File: src/rtl/lab5_pkg.sv
// Shared definitions for the slave_mem write target: widths, depth,
// the slave FSM state type and the 3-bit wrap-around add.
package lab5_pkg;

    localparam int ADDR_W = 3;
    localparam int DATA_W = 3;
    localparam int DEPTH  = 8;
    localparam int CNT_W  = 4;

    // S_IDLE  : waiting for a request
    // S_WAIT  : counting down the configured wait cycles
    // S_READY : ready=1, a request present this cycle is committed
    // S_DONE  : absorbs the extra valid cycle held after the handshake
    typedef enum logic [1:0] {
        S_IDLE  = 2'd0,
        S_WAIT  = 2'd1,
        S_READY = 2'd2,
        S_DONE  = 2'd3
    } slv_state_t;

    // Accumulate arithmetic: sum in DATA_W bits, carry discarded.
    function automatic logic [DATA_W-1:0] add_wrap(input logic [DATA_W-1:0] a,
                                                   input logic [DATA_W-1:0] b);
        return a + b;
    endfunction

endpackage

File: src/rtl/slave_regfile.sv
// 8 x 3 register file: async-reset clear, one write port with enable,
// a combinational peek at the write address (for accumulate) and a
// registered read port that returns the pre-write value on a collision.
module slave_regfile
    import lab5_pkg::*;
(
    input  logic              clk,
    input  logic              rst_n,
    input  logic              wr_en,
    input  logic [ADDR_W-1:0] wr_addr,
    input  logic [DATA_W-1:0] wr_data,
    output logic [DATA_W-1:0] cur_data,
    input  logic [ADDR_W-1:0] rd_addr,
    output logic [DATA_W-1:0] rd_data
);

    logic [DATA_W-1:0] mem [DEPTH];

    // Current contents of the entry being written, used for accumulate.
    assign cur_data = mem[wr_addr];

    // Storage: cleared on reset, single write port.
    always_ff @(posedge clk or negedge rst_n) begin
        if (!rst_n) begin
            for (int i = 0; i < DEPTH; i++) begin
                mem[i] <= '0;
            end
        end else if (wr_en) begin
            mem[wr_addr] <= wr_data;
        end
    end

    // Registered read; samples mem before this edge's write lands.
    always_ff @(posedge clk or negedge rst_n) begin
        if (!rst_n) begin
            rd_data <= '0;
        end else begin
            rd_data <= mem[rd_addr];
        end
    end

endmodule

File: src/rtl/slave_mem.sv
// Write-target slave. Handshake: the requester raises in_valid with
// in_addr/in_value stable and keeps it high; a transfer is accepted on
// the rising edge where ready=1 and in_valid=1, and exactly one write is
// committed per request. ready is asserted WAIT cycles after valid is
// first seen and is never high on two consecutive cycles. The FSM state
// is exported on 'state' for observation.
module slave_mem
    import lab5_pkg::*;
#(
    parameter int WAIT  = 2,
    parameter int ACCUM = 0
)
(
    input  logic              clk,
    input  logic              rst_n,
    input  logic              in_valid,
    input  logic [ADDR_W-1:0] in_addr,
    input  logic [DATA_W-1:0] in_value,
    output logic              ready,
    input  logic [ADDR_W-1:0] rd_addr,
    output logic [DATA_W-1:0] rd_data,
    output logic [7:0]        wr_count,
    output slv_state_t        state
);

    localparam bit             NO_WAIT   = (WAIT == 0);
    localparam bit             DO_ACCUM  = (ACCUM != 0);
    localparam logic [CNT_W-1:0] WAIT_LOAD = (WAIT > 0) ? CNT_W'(WAIT - 1) : '0;

    slv_state_t        state_q, state_d;
    logic [CNT_W-1:0]  cnt_q, cnt_d;
    logic              wr_en;
    logic [DATA_W-1:0] cur_data;
    logic [DATA_W-1:0] wr_data;

    assign state = state_q;

    // Next-state, wait-counter and commit decisions.
    always_comb begin
        state_d = state_q;
        cnt_d   = cnt_q;
        wr_en   = 1'b0;
        case (state_q)
            S_IDLE: begin
                if (in_valid) begin
                    if (NO_WAIT) begin
                        state_d = S_READY;
                    end else begin
                        state_d = S_WAIT;
                        cnt_d   = WAIT_LOAD;
                    end
                end
            end
            S_WAIT: begin
                if (!in_valid) begin
                    state_d = S_IDLE;
                end else if (cnt_q == '0) begin
                    state_d = S_READY;
                end else begin
                    cnt_d = cnt_q - 1'b1;
                end
            end
            S_READY: begin
                if (in_valid) begin
                    wr_en   = 1'b1;
                    state_d = S_DONE;
                end else begin
                    state_d = S_IDLE;
                end
            end
            S_DONE: begin
                if (!in_valid) begin
                    state_d = S_IDLE;
                end
            end
            default: begin
                state_d = S_IDLE;
            end
        endcase
    end

    // Data committed on acceptance: overwrite or 3-bit accumulate.
    always_comb begin
        wr_data = in_value;
        if (DO_ACCUM) begin
            wr_data = add_wrap(cur_data, in_value);
        end
    end

    // State register, wait counter and registered ready flag.
    always_ff @(posedge clk or negedge rst_n) begin
        if (!rst_n) begin
            state_q <= S_IDLE;
            cnt_q   <= '0;
            ready   <= 1'b0;
        end else begin
            state_q <= state_d;
            cnt_q   <= cnt_d;
            ready   <= (state_d == S_READY);
        end
    end

    // Count of committed writes, wrapping at 8 bits.
    always_ff @(posedge clk or negedge rst_n) begin
        if (!rst_n) begin
            wr_count <= '0;
        end else if (wr_en) begin
            wr_count <= wr_count + 8'd1;
        end
    end

    slave_regfile u_regfile (
        .clk      (clk),
        .rst_n    (rst_n),
        .wr_en    (wr_en),
        .wr_addr  (in_addr),
        .wr_data  (wr_data),
        .cur_data (cur_data),
        .rd_addr  (rd_addr),
        .rd_data  (rd_data)
    );

endmodule

File: config.mk
export PLATFORM = sky130hd
export DESIGN_NAME = slave_mem
export DESIGN_NICKNAME = d
export VERILOG_FILES = /design/src/rtl/lab5_pkg.sv /design/src/rtl/slave_regfile.sv /design/src/rtl/slave_mem.sv
export SDC_FILE = /design/constraint.sdc
export NUM_CORES = 1
export LEC_CHECK = 0
export CAP_MARGIN = 20
export CORE_ASPECT_RATIO = 0.75
export CORE_MARGIN = 1
export CORE_UTILIZATION = 41
export DETAILED_ROUTE_END_ITERATION = 16
export PLACE_DENSITY = 0.7
export SYNTH_ARGS = -nofsm -noshare
export SYNTH_HDL_FRONTEND = slang
export SYNTH_SLANG_ARGS = --single-unit
File: constraint.sdc
create_clock -name clk -period 4.15 [get_ports clk]
set_input_delay 0.6225 -clock clk [delete_from_list [all_inputs] [get_ports clk]]
set_output_delay 0.6225 -clock clk [all_outputs]
set_load 0.01 [all_outputs]
==> metrics, run 1 <==
outcome=complete, no violations; peak supply drop=approximately 0.00024 V; final RePlAce weighted congestion=0.8287; Max Cap Viol=0; synthesized net count=149; Placement Cell Area=roughly 2200 sq um; area grow syn2layout=21.12%; first-pass GRT wire length=roughly 6000 um; CP arrival=2.30 ns; worst-margin pin slew=0.9391 ns; sequential share of the synthesized area=55.45%; clk_skew=about 0.0042 ns; DRC viols=0; H-tree depth=2; Setup TNS Final=0 ns; dpl hpwl=2578 um; via count=1199; worst min path class=in -> async; distinct cell type count after synthesis=33; Ports=26; Top FF cell, synth=dfrtp_1; Req. time, crit path=4.32 ns; Tmin final=~2.1 ns; EDFF count, synth=0; synthesized area per cell=14.15 sq um; largest net degree at the start of global routing=43; initial antenna violation count=0; DRT iter0 DRCs=24; Yosys reg bits=42; clk slew on worst S/H paths=0.07 ns; Antenna Cells=0; clock tree from TritonCTS=yes; die height=about 61 um; Starting Density=42.69%; Via density=5.401; Post-CTS Repair Setup Buffers=0; Global Route Usage Sum=17.20%; Hold WS=~0.48 ns; share of async-settable or async-resettable flops after synthesis=100.0%; CTS Root Cell=clkbuf_8; f_max=between 400 and 500 MHz; share of cells above drive strength 1=between 20% and 30%; routed wire length=approximately 3700 um; final instance area=2296 sq um; final setup violation count=0; I/O Buffers=25; Placed Cells=roughly 210; Synth Instances=134; Setup Crit Path Kind=in -> reg; FILL cells=roughly 390; Critical Path Source Type=input port; # rows=21; fin nets=179; crit-path max FO=9; LEAKAGE=~1.1 nW; die area=4902 sq um; vias in the first global route=1162; mapped cell area=1896 sq um; global route overflow=0; Die Wd=between 80 and 90 um; Finished Layout Cells=222; final core utilization=51.70%; Clk Latency, worst-skew pair=0.29 ns; Ys Warns=0; RSZ-0062 raised after global routing=false; Core Area=4441 sq um; CP startpoint=in_valid; Hold Vio Cnt, Final=0; PostCTS Resize Cnt=0; Crit. End Element=flip-flop; slew margin rel.=37.39%; DRT Pass-1 Iters=4; hold buffer count at cts=0; Max Transition Viols Final=0; final period utilization=roughly 51%; FF-to-FF Start=state[0]; clock sink count=42; PwrDens=478.8 nW/um^2; WL/cell=~17 um; total CTS buffers=5; Routed Antenna Nets=0; clock buffer depth=2
## cells in the mapped netlist (all sizes together) (2+ instances only)
| cell | instances | area (sq um) |
|---|---|---|
| or4b | 2 | 27.53 |
| xnor2 | 3 | 26.28 |
| clkbuf | 2 | 7.510 |
| a21oi | 2 | 10.01 |
| mux4 | 6 | 135.1 |
| or3 | 2 | 12.51 |
| nor2 | 3 | 11.26 |
| nor2b | 2 | 12.51 |
| nand2 | 6 | 22.52 |
| dfrtp | 42 | 1051 |
| ha | 3 | 37.54 |
| mux2 | 28 | 315.3 |
| nand3 | 4 | 20.02 |
| inv | 3 | 11.26 |
| nor3b | 3 | 22.52 |
| xor2 | 4 | 35.03 |
| nor3 | 3 | 15.01 |
## final timing paths
| kind | end | slack (ns) | depth (start not counted) |
|---|---|---|---|
| max | u_regfile.mem[19] | 2.03 | 4 |
| min | u_regfile.mem[0] | 0.48 | 1 |
| max reg2reg | u_regfile.mem[19] | 2.27 | 3 |
| min reg2reg | wr_count[7] | 0.48 | 1 |
| max in group asynchronous | u_regfile.mem[4] | 3.10 | 1 |
| min in group clk | wr_count[7] | 0.48 | 1 |
## logic make-up (layout without fill, tap and decap cells)
group | Yosys count | in the layout | synth area share [%]
fa+ha+maj | 3 | 3 | 1.980
xor+xnor | 7 | 7 | 3.234
simple gates | 34 | 34 | 11.22
flops | 42 | 42 | 55.45
compound gates | 9 | 9 | 3.367
mux | 34 | 34 | 23.76
buf+inv | 5 | 36 | 0.9902
## cells in the final DEF (no fill, tap or decap), types with 2 or more instances in the layout
cell type / count
clkdlybuf4s50_1: 24
inv_1: 3
nor3b_1: 3
ha_1: 3
dfrtp_1: 42
nand3_1: 4
clkbuf_8: 6
or4b_4: 2
mux2_2: 28
or3_1: 2
mux4_2: 6
nor2b_1: 2
nor3_1: 3
nand2_1: 6
xor2_1: 4
a21oi_1: 2
xnor2_1: 3
nor2_1: 3
## power breakdown
| part | internal [mW] | switching (mW) | total [mW] |
|---|---|---|---|
| clock | 0.134 | 0.131 | 0.265 |
| combinational | 0.159 | 0.107 | 0.266 |
| sequential | 0.498 | 0.0700 | 0.568 |
| total | 0.791 | 0.308 | 1.10 |
## worst max-delay path, stage by stage
cell             delay, ns
clkdlybuf4s50_1       0.58
nand3b_2              0.23
or4b_4                0.58
mux2_2                0.29
## registers in the layout (all words and copies together) (netlist names)
signal             count
wr_count               8
cnt_q                  4
state                  2
ready                  1
u_regfile.rd_data      3
u_regfile.mem         24
## metal layers
layer  wire length, um  GRT usage [%]
met1              1802          23.96
met2              1639          25.79
met3               171          4.662
met4                54          6.888
met5                 0              0
## metrics by stage
step	power [mW]	setup slack (ns)
detailed placement	0.8432	1.714
global route	1.166	1.959
CTS	1.112	2.023
finish	1.099	2.027
floorplan	0.7211	2.285
global placement	0.8237	1.735
## cell type report
type                       count  area (sq um)  area share [%]
clock buffer                   7         86.33           3.760
multi-input combinational     87         825.8           35.97
timing repair buffer          25         245.2           10.68
sequential                    42          1051           45.78
tap                           57         71.32           3.106
inverter                       3         11.26          0.4905
clock inverter                 1         5.005          0.2180
Power figures use the tool's default switching activity.
==> run 2: changes to the inputs <==
Settings changed: PLACE_DENSITY 0.7 to 0.72.
Clock period 4.15 ns to 1.72 ns, I/O delays scaled along.
==> metrics, run 2 (same netlist as run 1, synthesis figures left out) <==
f_max=612.9 MHz; Antenna Cells=0; final period utilization=94.86%; r2r endpoint=u_regfile.mem[19]; DRC viols=0; I/O Buffers=25; Critical Path Source Type=flip-flop; PwrDens=1165 nW/um^2; H-tree depth=2; die area=roughly 5000 sq um; Setup Crit Path Kind=reg -> reg; worst min path class=in -> async; hold buffer count at cts=0; RSZ-0062 raised after global routing=false; peak supply drop=0.0007317 V; Max Transition Viols Final=0; most common cell after layout, fill and taps aside=dfrtp_1; final core utilization=54.58%; Placed Cells=225; share of cells above drive strength 1=34.09%; Hold Vio Cnt, Final=0; routed wire length=3881 um; dpl hpwl=2799 um; clk_skew=0.004546 ns; R2R cell count=3; first-pass GRT wire length=approximately 6300 um; Crit. End Element=flip-flop; FF-to-FF Start=state[0]; # rows=21; area grow syn2layout=27.85%; worst-margin pin slew=0.5184 ns; LEAKAGE=1.143 nW; Hold WS=approximately 0.013 ns; final setup violation count=0; Tot Pwr=approximately 2.8 mW; CTS Root Cell=clkbuf_8; CP arrival=between 1.5 and 2 ns; Routed Antenna Nets=0; Clk Latency, worst-skew pair=slightly below 0.3 ns; max FFs per register=24; PostCTS Resize Cnt=0; WL/cell=16.66 um; reg2reg setup slack=between 0.08 and 0.09 ns; Max Cap Viol=0; outcome=complete, no violations; clock tree from TritonCTS=yes; fin nets=190; Core Area=about 4400 sq um; DRT iter0 DRCs=69; Via density=5.275; commonest cells after routing, fill and taps aside=dfrtp_1, mux2_2, clkdlybuf4s50_1, buf_4; DRT Pass-1 Iters=4; Post-CTS Repair Setup Buffers=0; vias in the first global route=around 1300; crit-path max FO=5; Ports=26; slew margin rel.=65.44%; die height=60.89 um; Starting Density=42.69%; Regs by FF count=u_regfile.mem (24), wr_count (8), cnt_q (4); Req. time, crit path=~1.9 ns; clock sink count=42; global route overflow=0; critical path's largest stage delay=0.54 ns; clock buffer depth=2; critical-path cell list=nand3b_2, or4b_4, mux2_2; Die Wd=approximately 81 um; clk slew on worst S/H paths=about 0.08 ns; Finished Layout Cells=~230; Tmin final=around 1.6 ns; Biggest register=u_regfile.mem; largest net degree at the start of global routing=43; final RePlAce weighted congestion=between 0.7 and 0.8; via count=1229; Setup TNS Final=0 ns; Crit-path slowest cell=or4b_4; initial antenna violation count=0; total CTS buffers=5; Global Route Usage Sum=18.00%
run 2: changes by cell type in the layout (fill, tap and decap cells not counted), sizes merged:
cell and change:
buf +11, clkdlybuf4s50 -1, dlymetal6s2s +1, clkbuf -2
clkinv +1, bufinv +1
run 2: area by class of cell:
class / count / area (sq um)
Inverter: 3 / 11.26
Sequential cell: 42 / 1051
Clock inverter: 3 / 40.04
Timing Repair Buffer: 36 / 342.8
Tap cell: 57 / 71.32
Fill cell: 366 / 2017
Multi-Input combinational cell: 87 / 838.3
Clock buffer: 5 / 68.82
run 2: worst max-delay path by stage:
stage	from	to	slack, ns	depth (start not counted)
6_report	state[0]	u_regfile.mem[19]	0.09	3
5_1_grt	state[0]	u_regfile.mem[22]	0.007	3
4_1_cts	state[0]	state[0]	0.03	2
3_5_place_dp	in_valid	u_regfile.mem[18]	-0.20	4
3_3_place_gp	in_valid	u_regfile.mem[18]	-0.19	4
2_1_floorplan	state[0]	u_regfile.mem[15]	0.09	3
run 2: through the flow:
stage	cell area, sq um	setup slack [ns]
6_report	2424	0.08842
5_1_grt	2424	0.007322
4_1_cts	2409	0.02783
3_5_place_dp	2300	-0.2047
3_3_place_gp	2300	-0.1866
2_1_floorplan	1896	0.08929
run 2: per-layer routing:
| layer | track usage (%) | vias to the layer above | share of wire [%] | routed length (um) |
|---|---|---|---|---|
| li1 | - | 574 | - | - |
| met1 | 23.48 | 610 | 47 | 1807 |
| met2 | 28.33 | 36 | 46 | 1784 |
| met3 | 5.865 | 9 | 5.6 | 216 |
| met4 | 6.888 | 0 | 1.9 | 72 |
| met5 | 0 | - | 0 | 0 |
run 2: critical path, delay by kind of cell, from the launching register on:
kind             cells  cell delay, ns
flip-flops           1            0.41
AND/OR/NAND/NOR      2            0.81
multiplexers         1            0.30
run 2: where the power goes:
part           total (mW)  switching (mW)  internal (mW)
Sequential           1.37           0.172           1.20
Combinational       0.695           0.283          0.411
Clock               0.755           0.328          0.427
Total                2.82           0.784           2.04
==> run 3: changes to the inputs <==
Settings changed: REMOVE_ABC_BUFFERS set to 1, SLEW_MARGIN set to 25.
==> metrics, run 3 (same netlist as run 1, synthesis figures left out) <==
outcome=complete, but fails checks; failing checks=design-rule violations; vias in the first global route=1194; most common cell after layout, fill and taps aside=dfrtp_1; Critical Path Source Type=flip-flop; worst min path class=in -> async; I/O Buffers=25; worst setup margin=0.08861 ns; clk slew on worst S/H paths=0.08 ns; Routed Antenna Nets=0; clock sink count=42; global route overflow=0; DRC viols=1; final core utilization=55.11%; LEAKAGE=1.141 nW; area grow syn2layout=29.11%; DRT Pass-1 Iters=11; PwrDens=1170 nW/um^2; Post-CTS Repair Setup Buffers=0; H-tree depth=2; Ports=26; share of cells above drive strength 1=around 33%; final RePlAce weighted congestion=around 0.79; largest net degree at the start of global routing=24; Die Wd=80.52 um; die area=about 4900 sq um; routed wire length=3649 um; Antenna Cells=0; CP arrival=1.37 ns; Via density=5.470; die height=a little over 60 um; commonest cells after routing, fill and taps aside=dfrtp_1, mux2_2, clkdlybuf4s50_1, buf_4; Global Route Usage Sum=between 10% and 20%; Max Transition Viols Final=0; Clk Latency, worst-skew pair=0.29 ns; clk_skew=around 0.0032 ns; WL/cell=15.59 um; DRT iter0 DRCs=80; Finished Layout Cells=234; Req. time, crit path=1.46 ns; Hold Vio Cnt, Final=0; final instance area=2447 sq um; Biggest register=u_regfile.mem; Setup TNS Final=0 ns; first-pass GRT wire length=5996 um; pre-CTS setup slack=-0.1643 ns; Regs by FF count=u_regfile.mem (24), wr_count (8), cnt_q (4); max FFs per register=24; # rows=21; peak supply drop=0.0007088 V; slew margin rel.=68.74%; crit-path max FO=11; Core Area=~4400 sq um; Setup Crit Path Kind=reg -> out; final setup violation count=0; Tmin final=1.631 ns; final period utilization=94.85%; Placed Cells=around 230; Starting Density=42.69%; RSZ-0062 raised after global routing=false; f_max=about 600 MHz; dpl hpwl=~2700 um; clock tree from TritonCTS=yes; clock buffer depth=2; worst-margin pin slew=0.4689 ns; Crit. End Element=primary output; initial antenna violation count=0; total CTS buffers=5; Placement Cell Area=roughly 2300 sq um; fin nets=192; via count=between 1000 and 1500; Max Cap Viol=0; CTS Root Cell=clkbuf_8
run 3: layout make-up:
cell class / instances / area, sq um
Sequential cell: 42 / 1051
Multi-Input combinational cell: 87 / 830.8
Clock buffer: 6 / 82.58
Tap cell: 57 / 71.32
Timing Repair Buffer: 38 / 370.4
Clock inverter: 1 / 30.03
Inverter: 3 / 11.26
Fill cell: 355 / 1993
run 3: metrics by stage:
| stage | hold slack, ns | total power, mW |
|---|---|---|
| after floorplan | -0.03759 | 1.734 |
| after global placement | 0.2231 | 2.034 |
| after detailed placement | 0.2337 | 2.087 |
| after CTS | 0.4488 | 2.872 |
| after global routing | 0.4730 | 3.023 |
| final | 0.4510 | 2.865 |
run 3: critical path, stage by stage (launching register included):
cell             delay (ns)
dfrtp_1                0.36
buf_4                  0.17
clkdlybuf4s50_1        0.54
run 3: per-layer routing:
layer  wire length [um]  vias to the layer above  GRT usage (%)
met5                  0                        -              0
met4                 48                        0          6.122
met3                140                        6          3.609
met2               1713                       28          26.15
met1               1747                      663          23.89
li1                   -                      583              -
run 3: power by group:
part | switching [mW] | internal [mW] | leakage (nW) | total, mW
sequential | 0.164 | 1.20 | 0.568 | 1.37
combinational | 0.284 | 0.422 | 0.516 | 0.706
clock | 0.328 | 0.464 | 0.0573 | 0.792
run 3: what timing repair did:
action	4_1_cts	5_1_grt
hold buffers	1	0
endpoints found under the hold margin	19	0
endpoints found under the setup margin	0	3
gates resized for setup	0	1
run 3: final timing paths:
path / slack [ns] / from / endpoint / cells after the start
min in group clk: 0.47 / wr_count[7] / wr_count[7] / 1
min: 0.45 / rst_n / u_regfile.mem[1] / 2
min reg2reg: 0.47 / wr_count[7] / wr_count[7] / 1
max in group asynchronous: 0.79 / rst_n / wr_count[2] / 3
max reg2reg: 0.12 / state[0] / u_regfile.mem[17] / 3
max: 0.09 / state[0] / state[0] / 2
